$ cat src/rtl/mdr_block.sv
// Memory data register bridging a 32-bit processor bus and an 8-bit data memory port.
// Latency 1 cycle for all strobes; no backpressure, strobes are accepted every cycle once armed.
module mdr_block (
  input  logic        clk,
  input  logic        rst_n,
  input  logic        enable,
  input  logic        w_en,
  input  logic        read_en,
  input  logic        write_en,
  input  logic [31:0] data_in,
  input  logic [7:0]  DRAM_in,
  output logic [31:0] data_out,
  output logic [7:0]  DRAM_out
);

  typedef enum logic [1:0] {
    IDLE   = 2'd0,
    ACTIVE = 2'd2
  } state_t;

  state_t      state_q, state_d;
  logic [31:0] mdr_q, mdr_d;
  logic [7:0]  dram_out_q, dram_out_d;

  always_ff @(posedge clk or negedge rst_n) begin
    if (!rst_n) begin
      state_q    <= IDLE;
      mdr_q      <= 32'h0;
      dram_out_q <= 8'h0;
    end else begin
      state_q    <= state_d;
      mdr_q      <= mdr_d;
      dram_out_q <= dram_out_d;
    end
  end

  always_comb begin
    state_d    = state_q;
    mdr_d      = mdr_q;
    dram_out_d = dram_out_q;
    case (state_q)
      IDLE: begin
        // Strobes are dropped here, even on the arming cycle.
        if (enable) state_d = ACTIVE;
      end
      ACTIVE: begin
        state_d = ACTIVE;
        if (w_en) begin
          mdr_d = data_in;
        end else if (read_en) begin
          mdr_d = {24'h0, DRAM_in};
        end
        // Uses the pre-edge register value, so a same-cycle load does not leak through.
        if (write_en) dram_out_d = mdr_q[7:0];
      end
      default: state_d = IDLE;
    endcase
  end

  assign data_out = mdr_q;
  assign DRAM_out = dram_out_q;

endmodule

$ cat config.mk
export PLATFORM = sky130hd
export DESIGN_NAME = mdr_block
export DESIGN_NICKNAME = d
export VERILOG_FILES = /design/src/rtl/mdr_block.sv
export SDC_FILE = /design/constraint.sdc
export NUM_CORES = 1
export LEC_CHECK = 0
export CAP_MARGIN = 20
export CELL_PAD_IN_SITES_DETAIL_PLACEMENT = 2
export CELL_PAD_IN_SITES_GLOBAL_PLACEMENT = 2
export CORE_MARGIN = 1.5
export CORE_UTILIZATION = 37
export DETAILED_ROUTE_END_ITERATION = 7
export DONT_BUFFER_PORTS = 1
export PLACE_DENSITY = 0.79
export SYNTH_ARGS = -nofsm -noshare
export SYNTH_HDL_FRONTEND = slang
export SYNTH_SLANG_ARGS = --single-unit
$ cat constraint.sdc
create_clock -name clk -period 1.3 [get_ports clk]
set_input_delay 0.26 -clock clk [delete_from_list [all_inputs] [get_ports clk]]
set_output_delay 0.26 -clock clk [all_outputs]
set_load 0.05 [all_outputs]
==> results.md <==
* Max Cap Viol at 0
* Worst slew pin tran at 503 ps
* CTS tree: done
* CP max FO at 8
* Mux cell area share after synthesis at 5.54%
* Place WS at 14.4 ps
* Drt via density at 5.97
* Setup Buffers After CTS at 0
* Max Clock Freq at 0.804 GHz
* Setup tns final at 0 ps
* Critical path startpoint category: register
* Metal3 WL at 295 um
* Ys Warns at 0
* Status: complete, no violations
* Setup Viol. Count Final at 0
* Antenna violations before repair at 0
* Period utilisation layout at 95.7%
* Core footprint at 0.00412 mm2
* Drt pass-1 iters at 4
* Placed Area at 0.00177 mm2
* Slew Limit Fails at 0
* Syn nets at 158
* Vias in the first global route at 1265
* Area added between synthesis and finish at 18.9%
* Largest family of logic cells by synthesized area: compound AO/OA/AOI/OAI gates
* WP data arrival at 1410 ps
* Routed Antenna Nets at 0
* # DRC at 0
* First-pass GRT wire length at 6.85 mm
* Fill cells at 416
* # nets final at 180
* Num ports at 86
* Worst Setup End Kind: register
* Clk Latency, worst-skew pair at 290 ps
* Avg Inst Size Synth at 14.5 um2
* Initial DRC Count at 31
* Clock sink total at 41
* Clock skew after layout at 6.84 ps
* Final Hold Viols at 0
* Placer Congestion at 0.693
* Min-delay worst type: in2reg
* Rel. slew slack at 66.4%
* CTS max path bufs at 2
* Total number of vias at 1105
* Cells after Synth at 112
* Post-Synth XOR/XNOR Area at 0%
* Largest net degree at the start of global routing at 42
* GRT overflow at 0
* Post-layout util at 46.9%
* Adder-Cell Fraction of Synth Area at 0%
* Uppermost layer routed: met4
* Placement Rows at 23
* Antenna diodes at 0
* Post-Route WL at 4.32 mm
* Synthesized flop and latch total at 41
* Unrepaired setup endpoints after global routing: false
* Synth cell types at 15
* Port-buffer cells at 0
* Dpl hpwl at 3.04 mm
* LEAKAGE at 0.850 nW
* Starting Density at 39.5%
* P per Cell Area at 1790 mW/mm2
* Die X at 69.3 um
* Hold WS at 81.9 ps
* CP required at 1470 ps
* Sequential area share after synthesis at 63.1%
* Layout cells sized above 1 at 43.0%
* Met2 wire length at 2.31 mm
* Synth Area in Simple Gates at 4.08%
* CTS buffer count at 5
* Min Tclk post-route at 1240 ps
* Die H at 69.3 um
* Total track usage at 18.2%
* Post-route cell area at 0.00193 mm2
* Clock Tree Root: clkbuf_8
* Die Area at 0.00480 mm2
* Final setup margin at 56.1 ps
* Clk pin slew, worst setup/hold paths at 80 ps
* Mapped Area at 0.00163 mm2
* Synth Area in Compound Gates at 21.6%
* Met1 wire length at 1.67 mm
* VDD IR max at 0.800 mV
* Worst setup path category: reg2reg
* Avg WL per Cell at 23.3 um
* H-Tree Depth at 2
## cells in the final DEF (no fill, tap or decap), drive strengths merged, types with 4 or more instances in the layout
cell,n
a22o,24
mux2,8
o22ai,8
clkbuf,5
nand2,4
nor2,8
o32ai,8
buf,22
dfrtp,41
## final cells by class
cell class | instances | area (um2) | share of cell area (%)
multi-input cells | 63 | 508 | 26.3
clock buffers | 5 | 68.8 | 3.56
well taps | 50 | 62.6 | 3.24
flip-flops and latches | 41 | 1030 | 53.2
repair buffers | 23 | 200 | 10.4
clock inverters | 3 | 65.1 | 3.37
## routing by layer
metal  global-route usage, %  vias to the layer above
met4                    5.23                        0
met1                    20.4                      573
met3                    6.83                        4
met2                    32.3                       53
li1                        -                      475
met5                       0                        -
## Yosys cell counts (all sizes together)
cell type / n / area (um2)
buf: 8 / 91.3
nand2: 4 / 17.5
and2: 1 / 6.26
dfrtp: 41 / 1030
o22ai: 8 / 50.1
or2: 2 / 12.5
mux2: 8 / 90.1
nor2: 8 / 30.0
a22o: 24 / 231
o32ai: 8 / 70.1
## logic make-up (layout without fill, tap and decap cells)
group | after synthesis | count (layout)
muxes | 8 | 8
buffers and inverters | 8 | 31
AOI/OAI and AO/OA | 40 | 40
DFF | 41 | 41
and+or+nand+nor | 15 | 15
## power by group
group | switching, W | internal, W | total (W)
registers | 0.000293 | 0.00139 | 0.00168
logic | 0.000363 | 0.000203 | 0.000566
clock network | 0.000441 | 0.000763 | 0.00120
## timing repair
item                       in CTS  in global routing
hold endpoints to repair       41                  0
resized for setup               0                  1
hold buffers                    2                  0
setup endpoints to repair       0                 19
## metrics by stage
step | total power, W | std cells
6_report | 0.00345 | 185
5_1_grt | 0.00358 | 185
4_1_cts | 0.00349 | 185
3_5_place_dp | 0.00224 | 175
3_3_place_gp | 0.00221 | 175
2_1_floorplan | 0.00208 | 112
## final timing paths
path	from	endpoint	slack, ps	cells after the start
min in group asynchronous	rst_n	data_out[20]	420	2
max reg2reg	state_q[1]	data_out[5]	60	4
max	state_q[1]	data_out[5]	60	4
max in group asynchronous	rst_n	state_q[1]	670	2
min	enable	state_q[1]	80	1
min reg2reg	DRAM_out[0]	DRAM_out[0]	510	1
## registers in the layout, indices dropped and copies added (netlist names)
name	cells
data_out	32
state_q	1
DRAM_out	8
## critical path, stage by stage, from the launching register on
cell,delay (ps)
dfrtp_2,440
buf_4,180
nand2_1,190
o22ai_1,240
nor2_1,70
Power figures use the tool's default switching activity.
